**src/rtl/alu_op_sequencer.sv**
```systemverilog
// -----------------------------------------------------------------------------
// alu_op_sequencer
//
// Start-triggered control-word generator for the Datapath. An accepted start
// pulse in IDLE latches op_sel. The sequencer then steps through the states
// that the latched operation needs, and each step presents one registered
// control word. MUL is a repeated add: R3 counts down the multiplier, and the
// Datapath Z flag seen in M_TEST ends the loop.
//
// Ports
//   clk           system clock
//   reset_b       asynchronous active-low reset; aborts any operation at once
//   start         one-cycle launch pulse, honoured only in IDLE
//   op_sel[2:0]   operation select, latched on an accepted start
//   z_flag        Datapath Z for the control word presented this cycle
//   control_word  registered control word
//                 {DA[15:13], AA[12:10], BA[9:7], MB[6], FS[5:2], MD[1], RW[0]}
//   constant_out  constant to the Datapath (always zero in this revision)
//   busy          high in every non-IDLE state, FIN included
//   done          one-cycle pulse in FIN
//   err           one-cycle pulse in FIN when the latched op was illegal
// -----------------------------------------------------------------------------
module alu_op_sequencer #(
  parameter int CW_W   = 16,
  parameter int DATA_W = 8
) (
  input  logic              clk,
  input  logic              reset_b,
  input  logic              start,
  input  logic [2:0]        op_sel,
  input  logic              z_flag,
  output logic [CW_W-1:0]   control_word,
  output logic [DATA_W-1:0] constant_out,
  output logic              busy,
  output logic              done,
  output logic              err
);

  typedef enum logic [2:0] {
    S_IDLE,
    S_EXEC,
    S_M_CLR,
    S_M_CPY,
    S_M_TEST,
    S_M_ADD,
    S_M_DEC,
    S_FIN
  } state_t;

  typedef enum logic [2:0] {
    OP_LOAD_A = 3'b000,
    OP_LOAD_B = 3'b001,
    OP_ADD    = 3'b010,
    OP_SUB    = 3'b011,
    OP_CLEAR  = 3'b100,
    OP_MUL    = 3'b101
  } op_t;

  // Control words, field order {DA, AA, BA, MB, FS, MD, RW}.
  localparam logic [CW_W-1:0] CW_NOP    = CW_W'(16'h0000);
  localparam logic [CW_W-1:0] CW_LOAD_A = CW_W'(16'h0003); // R0 <= Data_in
  localparam logic [CW_W-1:0] CW_LOAD_B = CW_W'(16'h2003); // R1 <= Data_in
  localparam logic [CW_W-1:0] CW_ADD    = CW_W'(16'h4089); // R2 <= R0 + R1
  localparam logic [CW_W-1:0] CW_SUB    = CW_W'(16'h4095); // R2 <= R0 - R1
  localparam logic [CW_W-1:0] CW_CLR_R2 = CW_W'(16'h4071); // R2 <= constant 0
  localparam logic [CW_W-1:0] CW_CPY    = CW_W'(16'h6401); // R3 <= R1
  localparam logic [CW_W-1:0] CW_TEST   = CW_W'(16'h0C00); // F = R3, no write
  localparam logic [CW_W-1:0] CW_M_ADD  = CW_W'(16'h4809); // R2 <= R2 + R0
  localparam logic [CW_W-1:0] CW_M_DEC  = CW_W'(16'h6C19); // R3 <= R3 - 1

  state_t     state_q, state_d;
  logic [2:0] op_q, op_d;
  logic [CW_W-1:0] cw_d;
  logic       busy_d, done_d, err_d;

  // Ops 110 and 111 are not defined.
  function automatic logic op_illegal(input logic [2:0] op);
    return op[2] & op[1];
  endfunction

  // The control word that a state presents for its whole duration.
  function automatic logic [CW_W-1:0] word_for(input state_t st, input logic [2:0] op);
    logic [CW_W-1:0] w;
    w = CW_NOP;
    unique case (st)
      S_EXEC: begin
        case (op)
          OP_LOAD_A: w = CW_LOAD_A;
          OP_LOAD_B: w = CW_LOAD_B;
          OP_ADD:    w = CW_ADD;
          OP_SUB:    w = CW_SUB;
          OP_CLEAR:  w = CW_CLR_R2;
          default:   w = CW_NOP;
        endcase
      end
      S_M_CLR:  w = CW_CLR_R2;
      S_M_CPY:  w = CW_CPY;
      S_M_TEST: w = CW_TEST;
      S_M_ADD:  w = CW_M_ADD;
      S_M_DEC:  w = CW_M_DEC;
      default:  w = CW_NOP; // IDLE and FIN never write
    endcase
    return w;
  endfunction

  // Next-state logic. The outputs are decoded from the next state and then
  // registered. As a result, every output changes on the same edge as the
  // state it belongs to.
  always_comb begin
    // NOTE: every signal driven here gets a default first. A path that left a
    // signal unassigned would infer a latch.
    state_d = state_q;
    op_d    = op_q;

    unique case (state_q)
      S_IDLE: begin
        if (start) begin
          op_d = op_sel;
          if (op_sel == OP_MUL)        state_d = S_M_CLR;
          else if (op_illegal(op_sel)) state_d = S_FIN;
          else                         state_d = S_EXEC;
        end
      end
      S_EXEC:   state_d = S_FIN;
      S_M_CLR:  state_d = S_M_CPY;
      S_M_CPY:  state_d = S_M_TEST;
      // z_flag reflects R3 through MOVA. Zero means the count is exhausted.
      S_M_TEST: state_d = z_flag ? S_FIN : S_M_ADD;
      S_M_ADD:  state_d = S_M_DEC;
      S_M_DEC:  state_d = S_M_TEST;
      S_FIN:    state_d = S_IDLE;
      default:  state_d = S_IDLE;
    endcase

    cw_d   = word_for(state_d, op_d);
    busy_d = (state_d != S_IDLE);
    done_d = (state_d == S_FIN);
    err_d  = (state_d == S_FIN) && op_illegal(op_d);
  end

  always_ff @(posedge clk or negedge reset_b) begin
    if (!reset_b) begin
      state_q      <= S_IDLE;
      op_q         <= '0;
      control_word <= CW_NOP;
      busy         <= 1'b0;
      done         <= 1'b0;
      err          <= 1'b0;
    end else begin
      // NOTE: sequential state uses non-blocking assignments. All registers
      // then update together from values sampled before the edge.
      state_q      <= state_d;
      op_q         <= op_d;
      control_word <= cw_d;
      busy         <= busy_d;
      done         <= done_d;
      err          <= err_d;
    end
  end

  assign constant_out = '0;

endmodule

```
**config.mk**
```make
export PLATFORM = sky130hd
export DESIGN_NAME = alu_op_sequencer
export DESIGN_NICKNAME = d
export VERILOG_FILES = /design/src/rtl/alu_op_sequencer.sv
export SDC_FILE = /design/constraint.sdc
export NUM_CORES = 1
export LEC_CHECK = 0
export BUFFER_PORTS_ARGS = -buffer_cell sky130_fd_sc_hd__buf_2
export CAP_MARGIN = 20
export CORE_UTILIZATION = 50
export CTS_CLUSTER_DIAMETER = 50
export DETAILED_ROUTE_END_ITERATION = 6
export GPL_ROUTABILITY_DRIVEN = 0
export HOLD_SLACK_MARGIN = 0.02
export PLACE_DENSITY_LB_ADDON = 0.15
export SLEW_MARGIN = 25
export SYNTH_ARGS = -nofsm -noshare
export SYNTH_HDL_FRONTEND = slang
export SYNTH_SLANG_ARGS = --single-unit
```
**constraint.sdc**
```tcl
create_clock -name clk -period 3.2 [get_ports clk]
set_input_delay 0 -clock clk [delete_from_list [all_inputs] [get_ports clk]]
set_output_delay 0 -clock clk [all_outputs]
set_load 0.02 [all_outputs]
```
### After elaboration in Yosys (flattened, before gate mapping)

Cells that the tools add are included.

* add/sub/neg operators: 0
* multipliers: 0
* divide/modulo/power cells: 0
* order comparisons: 0
* equality and inequality tests: 19
* shift-type cells: 0
* muxes and demuxes: 9
* bitwise gates (word level): 2
* reductions and logical operators: 5

Operators by type and width (number)
* one-hot mux 16 bit (6 select lines): 1
* one-hot mux 15 bit (5 select lines): 1
* equality test 3 bit, second input constant: 10
* one-hot mux 3 bit (7 select lines): 1
* equality test 3 x 2 -> 1 bit, second input constant: 6
* 2-to-1 mux 3 bit: 5
* equality test 3 x 1 -> 1 bit, second input constant: 3
* zero test 3 bit: 2
* nonzero test 3 bit: 1
* AND 1 bit: 2
* 2-to-1 mux 2 bit: 1
* OR reduction 2 bit: 1
* logical AND 1 bit: 1

* bits in registers: 25
* bits in latches: 0
* bits in writable memories: 0
* ROM bits: 0
* input bits: 7
* logic and storage cells: 41
* memories kept: 0

### Depth between registers and ports, before layout

Gate-level depths: netlist of the first run.

* word-level depth: 7
* depth in mapped cells: 6

### Worst setup path after synthesis of the first run

Ideal clock, no wire load.

* path kind: reg2reg
* from: register state_q[1]
* to: register control_word[13]
* library setup time: 0.120 ns
* arrival: 1.628 ns
* path slack: 1.453 ns
* stages on the path, launching flop included: 6
* period minus slack after synthesis: 1.747 ns
* path through: dfrtp_1 buf_6 or4b_4 buf_6 a311o_1 a31o_1

* word-level cells in the longest chain between the ends: 5

Ends and longest elaborated chain
* start, declared: line 71 `state_t state_q, state_d;`
* start signal, assigned: line 152 `state_q <= state_d;`
* equality test 3 bit (tied with other cells): line 115 `unique case (state_q)`
* OR reduction 2 bit (no source line) / 2-to-1 mux 3 bit (equally long branches)
* one-hot mux 3 bit (7 select lines) (tied with other cells): line 115
* equality test 3 bit (tied with other cells): line 85 `unique case (st)`
* one-hot mux 16 bit (6 select lines) *: line 85
* via cw_d[13]: line 73 `logic [CW_W-1:0] cw_d;`
* end signal, assigned: line 154 `control_word <= cw_d;`
* end, declared: line 32 `output logic [CW_W-1:0] control_word,`

The timed path passes the listed nets; every way through them passes the cells marked *.

### Final worst setup path of the first run

* from: register state_q[1]
* to: register control_word[1]

The elaborated chain is that of the path after synthesis.

==> impl_metrics.env, run 1 <==
export IMPL_num_vias=734
export IMPL_avgSynthCellArea_sq_um=10.6
export IMPL_rsz0062_at_grt="false"
export IMPL_use_met2_pct=23.6
export IMPL_layout_commonest_cell="buf_2"
export IMPL_fin_tns_setup_ns=0
export IMPL_r2r_end="control_word[1]"
export IMPL_yosysTopAreaCell="dfrtp_1"
export IMPL_crit_path_start_kind="flop"
export IMPL_clock_sinks=20
export IMPL_synth_top_area_share_pct=49.0
export IMPL_wl_per_cell_um=11.8
export IMPL_cts_clk_slew_worst_paths_ns=0.10
export IMPL_die_h_um=47.2
export IMPL_powerDensity_mw_per_mm2=880
export IMPL_hold_viol=0
export IMPL_fmax_ghz=0.526
export IMPL_first_iter_violations=18
export IMPL_synth_ff_type="dfrtp_1"
export IMPL_min_period_ns=1.90
export IMPL_dp_hpwl_mm=1.20
export IMPL_crit_slowest_cell="or4b_4"
export IMPL_routed_wl_mm=1.68
export IMPL_crit_fanout=10
export IMPL_drtPass1Iterations=4
export IMPL_met3_usage_pct=2.69
export IMPL_synth_seq_area_share_pct=49.0
export IMPL_routed_via_density=5.17
export IMPL_ys_types=40
export IMPL_synthCells=96
export IMPL_initial_core_util_pct=56.1
export IMPL_area_growth_pct=10.8
export IMPL_drive_gt1_share_pct=27.4
export IMPL_layout_cells_non_filler=142
export IMPL_crit_start="state_q[1]"
export IMPL_vdd_drop_max_mv=0.509
export IMPL_grt_pass1_wl_mm=2.49
export IMPL_cp_required_ns=3.44
export IMPL_grt_ovfl_total=0
export IMPL_cp_cell_sequence="or4b_4 -> nor3_1 -> dlygate4sd3_1"
export IMPL_grt_pass1_vias=561
export IMPL_fillers=176
export IMPL_ios=34
export IMPL_mostFrequentLayoutCells="buf_2 (21), dfrtp_1 (20), conb_1 (12)"
export IMPL_ys_ff_latch=20
export IMPL_ant_nets=0
export IMPL_antennaDiodeCount=0
export IMPL_numCtsBuffers=3
export IMPL_rows=15
export IMPL_gr_usage_all_layers_pct=16.1
export IMPL_utilization_pct=62.1
export IMPL_reg2reg_depth=3
export IMPL_chipWidth_um=47.2
export IMPL_r2r_start="state_q[1]"
export IMPL_die_area_sq_mm=0.00223
export IMPL_crit_end="control_word[1]"
export IMPL_slew_violations=0
export IMPL_hold_class="in -> reg"
export IMPL_skew_ns=0.00184
export IMPL_clk_latency_ns=0.29
export IMPL_nNetsFinal=126
export IMPL_crit_arrival_ns=2.14
export IMPL_htree_levels=1
export IMPL_dp_slack_ns=1.40
export IMPL_antenna_found_initial=0
export IMPL_grt_start_max_net_pins=21
export IMPL_rrSetupSlack_ns=1.30
export IMPL_grt_util_met1_pct=24.3
export IMPL_max_stage_delay_ns=0.64
export IMPL_critPathCaptureType="flop"
export IMPL_tightest_slew_ns=0.503
export IMPL_finalWorstSetupSlack_ns=1.30
export IMPL_p_leak_nw=0.568
export IMPL_port_buffers=21
export IMPL_post_cts_buffers=0
export IMPL_dpl_cell_count=135
export IMPL_ys_top_cells_by_area="dfrtp_1 (49%), buf_4 (9.6%), nor4b_2 (2.9%), buf_6 (2.2%), nand2_1 (2.2%)"
export IMPL_crit_type="reg -> reg"
export IMPL_hp_start="op_sel[2]"
export IMPL_netlist_area_sq_mm=0.00102
export IMPL_max_cap_violations=0
export IMPL_cts_resized_gates=0
export IMPL_cts_tree="done"
export IMPL_cts_root_buf="clkbuf_4"
export IMPL_period_share_pct=59.4
export IMPL_yosysWarnings=0
export IMPL_status="finished clean"
export IMPL_slew_headroom_pct=66.4
export IMPL_core_area_sq_mm=0.00182
export IMPL_setup_violations_final=0
export IMPL_clock_path_buffers=2
export IMPL_synth_edff_count=0
export IMPL_async_flop_share_pct=100
export IMPL_drc=0
export IMPL_grt_busiest_layer="met1"
## worst min-delay path by stage
stage,endpoint,cells after the start,slack (ns)
after floorplan,busy,0,-0.30
final,control_word[6],2,0.06
after CTS,control_word[6],2,0.06
after global placement,control_word[1],1,-0.04
after global routing,control_word[6],2,0.07
after detailed placement,control_word[1],1,-0.04
## flip-flops by register name (all words and copies together) (netlist names)
| register | cells |
|---|---|
| done | 1 |
| control_word | 11 |
| busy | 1 |
| op_q | 3 |
| err | 1 |
| state_q | 3 |
## through the flow
stage	hold WS (ns)	power (W)	cell area (sq um)
final	0.0631	0.000995	1130
after global routing	0.0701	0.00106	1130
after CTS	0.0573	0.00100	1130
after detailed placement	-0.0378	0.000886	1070
after global placement	-0.0413	0.000880	1070
after floorplan	-0.296	0.000793	1060
## critical path, delay by kind of cell, from the launching register on
family	cells	cell delay, ns
simple gates	2	0.79
buf+inv	1	0.56
flops	1	0.50
## timing repair
item | CTS | global route
hold endpoints to repair | 23 | 0
endpoints found under the setup margin | 0 | 0
hold buffers | 4 | 0
## Yosys cell counts, types with 2 or more instances
library cell	number
clkbuf_1	2
nor2b_1	2
and3_1	2
o21ai_0	3
buf_2	2
dfrtp_1	20
nor3b_1	2
buf_4	13
nand2_1	6
buf_6	2
nor2_1	5
nor4b_2	2
inv_1	3
a221o_1	2
nand3b_1	2
nor3_1	4
## metal layers
layer	wire length (um)	share of wire, %
met4	20	1.2
met2	780	46
met5	0	0
met1	785	47
met3	91	5.4
## report_power, final
| group | switching [W] | internal [W] | total (W) |
|---|---|---|---|
| sequential | 0.0000718 | 0.000344 | 0.000416 |
| clock | 0.0000682 | 0.0000438 | 0.000112 |
| combinational | 0.000271 | 0.000196 | 0.000467 |
## cells by family after synthesis
kind of cell	share of synthesized area, %
flops	49.0
mux	2.21
xor+xnor	0.858
simple gates	20.5
compound gates	12.5
buf+inv	14.6
other cells	0.367
## cell type report
cell class                      instances  area, sq um  area share (%)
Clock buffer                            3         22.5            1.99
Inverter                                3         11.3           0.996
Multi-Input combinational cell         65          413            36.5
Sequential cell                        20          500            44.2
Tap cell                               25         31.3            2.77
Timing Repair Buffer                   26          153            13.5
No activity file was read; power rests on OpenSTA's default activity.
==> run 2: changes to the inputs <==
--- a/config.mk
+++ b/config.mk
@@ -7,7 +7,7 @@
 export LEC_CHECK = 0
 export BUFFER_PORTS_ARGS = -buffer_cell sky130_fd_sc_hd__buf_2
 export CAP_MARGIN = 20
-export CORE_UTILIZATION = 50
+export CORE_UTILIZATION = 44
 export CTS_CLUSTER_DIAMETER = 50
 export DETAILED_ROUTE_END_ITERATION = 6
 export GPL_ROUTABILITY_DRIVEN = 0
==> constraint.sdc (replaced) <==
create_clock -name clk -period 1.6 [get_ports clk]
set_input_delay 0 -clock clk [delete_from_list [all_inputs] [get_ports clk]]
set_output_delay 0 -clock clk [all_outputs]
set_load 0.02 [all_outputs]
==> impl_metrics.env, run 2 (synthesis gave the netlist of run 1 again) <==
export IMPL_wl_per_cell_um=12.5
export IMPL_top_register="control_word"
export IMPL_p_int_w=0.00136
export IMPL_routed_wl_mm=1.96
export IMPL_period_share_pct=103
export IMPL_rrSetupSlack_ns=-0.06
export IMPL_use_met2_pct=26.9
export IMPL_die_area_sq_mm=0.00252
export IMPL_hold_viol=0
export IMPL_core_area_sq_mm=0.00219
export IMPL_ios=34
export IMPL_initial_core_util_pct=46.6
export IMPL_place_area_sq_mm=0.00113
export IMPL_rsz0062_at_grt="true"
export IMPL_p_clk_share_pct=10.1
export IMPL_combPwrFrac_pct=53.8
export IMPL_first_iter_violations=20
export IMPL_cts_root_buf="clkbuf_4"
export IMPL_ant_nets=0
export IMPL_dpl_cell_count=145
export IMPL_grt_start_max_net_pins=21
export IMPL_crit_path_start_kind="flop"
export IMPL_clk_latency_ns=0.30
export IMPL_grt_pass1_vias=739
export IMPL_num_vias=791
export IMPL_drc=0
export IMPL_clock_path_buffers=2
export IMPL_grt_pass1_wl_mm=3.08
export IMPL_crit_slowest_cell="or4b_4"
export IMPL_min_period_ns=1.66
export IMPL_skew_ns=0.00184
export IMPL_cp_required_ns=1.80
export IMPL_gr_usage_all_layers_pct=16.8
export IMPL_grt_ovfl_total=0
export IMPL_p_leak_nw=0.629
export IMPL_layout_cells_non_filler=157
export IMPL_antennaDiodeCount=0
export IMPL_rows=17
export IMPL_htree_levels=1
export IMPL_status="finished with violations"
export IMPL_top_regs="control_word: 11 flops, op_q: 3 flops, state_q: 3 flops"
export IMPL_seq_power_share_pct=36.1
export IMPL_met3_usage_pct=3.03
export IMPL_powerDensity_mw_per_mm2=1820
export IMPL_crit_fanout=8
export IMPL_cts_clk_slew_worst_paths_ns=0.10
export IMPL_largest_reg_flops=11
export IMPL_dp_hpwl_mm=1.32
export IMPL_cp_cell_sequence="or4b_4 -> a311o_1 -> a31o_1"
export IMPL_drive_gt1_share_pct=40.3
export IMPL_failed_checks="negative setup slack"
export IMPL_fillers=205
export IMPL_crit_arrival_ns=1.85
export IMPL_fmax_ghz=0.604
export IMPL_max_cap_violations=0
export IMPL_cts_tree="done"
export IMPL_finalWorstSetupSlack_ns=-0.0551
export IMPL_die_h_um=50.2
export IMPL_grt_busiest_layer="met2"
export IMPL_slew_violations=0
export IMPL_numCtsBuffers=3
export IMPL_area_growth_pct=22.7
export IMPL_mostFrequentLayoutCells="buf_2 (21), dfrtp_1 (18), buf_4 (13)"
export IMPL_grt_util_met1_pct=20.0
export IMPL_clock_sinks=20
export IMPL_power_switching_w=0.000912
export IMPL_crit_type="reg -> reg"
export IMPL_fin_area_sq_mm=0.00125
export IMPL_worst_path_dominant_cell_family="simple AND/OR/NAND/NOR gates"
export IMPL_drtPass1Iterations=4
export IMPL_path_buf_inv=0
export IMPL_sw_frac_of_total_pct=40.1
export IMPL_hold_class="in -> async"
export IMPL_layout_commonest_cell="buf_2"
export IMPL_port_buffers=21
export IMPL_setup_violations_final=2
export IMPL_chipWidth_um=50.2
export IMPL_antenna_found_initial=0
export IMPL_nNetsFinal=138
export IMPL_max_stage_delay_ns=0.60
export IMPL_critPathCaptureType="flop"
export IMPL_vdd_drop_max_mv=0.808
export IMPL_routed_via_density=5.04
## run 2: changes by cell type in the layout (fill, tap and decap cells not counted), sizes merged
cell | before | now
buf | 22 | 34
## run 2: what timing repair did
item | 4_1_cts | 5_1_grt
gates resized for setup | 4 | 4
hold endpoints to repair | 23 | 0
pin swaps | 1 | 3
hold buffers | 4 | 0
setup buffers | 1 | 4
endpoints found under the setup margin | 5 | 6
## run 2: final timing paths
check	cells after the start	from	end
worst max-delay path	3	state_q[1]	control_word[13]
worst min-delay path	2	reset_b	control_word[2]
worst max register to register	3	state_q[1]	control_word[13]
worst min register to register	2	op_q[0]	op_q[0]
max in group asynchronous	2	reset_b	state_q[0]
min in group clk	3	start	control_word[7]
## run 2: per-stage QoR
stage               utilization, %  hold slack, ns  setup TNS (ns)  worst slack [ns]  total power [W]
finish                        57.2           0.166         -0.0607           -0.0551          0.00228
global placement              51.5         -0.0316          -0.143           -0.0543          0.00190
CTS                           55.1           0.182          -0.103           -0.0602          0.00217
detailed placement            51.5         -0.0272          -0.180           -0.0932          0.00190
floorplan                        -          -0.296         -0.0941           -0.0620          0.00162
global route                  57.2           0.183          -0.270           -0.0986          0.00246
## run 2: power groups by stage
| stage | Sequential (W) | Clock, W | Combinational, W |
|---|---|---|---|
| final | 0.000821 | 0.000230 | 0.00123 |
| after global routing | 0.000840 | 0.000265 | 0.00135 |
| after CTS | 0.000820 | 0.000238 | 0.00111 |
| after detailed placement | 0.000828 | 0 | 0.00107 |
| after global placement | 0.000814 | 0 | 0.00108 |
| after floorplan | 0.000917 | 0 | 0.000699 |
## run 2: cell type report
type	instances	area, sq um	area share (%)
inverters	3	11.3	0.899
clock buffers	3	22.5	1.80
flip-flops and latches	20	503	40.2
well taps	28	35.0	2.80
repair buffers	38	243	19.4
multi-input cells	65	438	35.0
## run 2: metal layers
| metal | vias up | share of wire [%] |
|---|---|---|
| met5 | - | 0 |
| met4 | 0 | 1.5 |
| met3 | 3 | 4.1 |
| met2 | 23 | 51 |
| met1 | 389 | 44 |
| li1 | 376 | - |
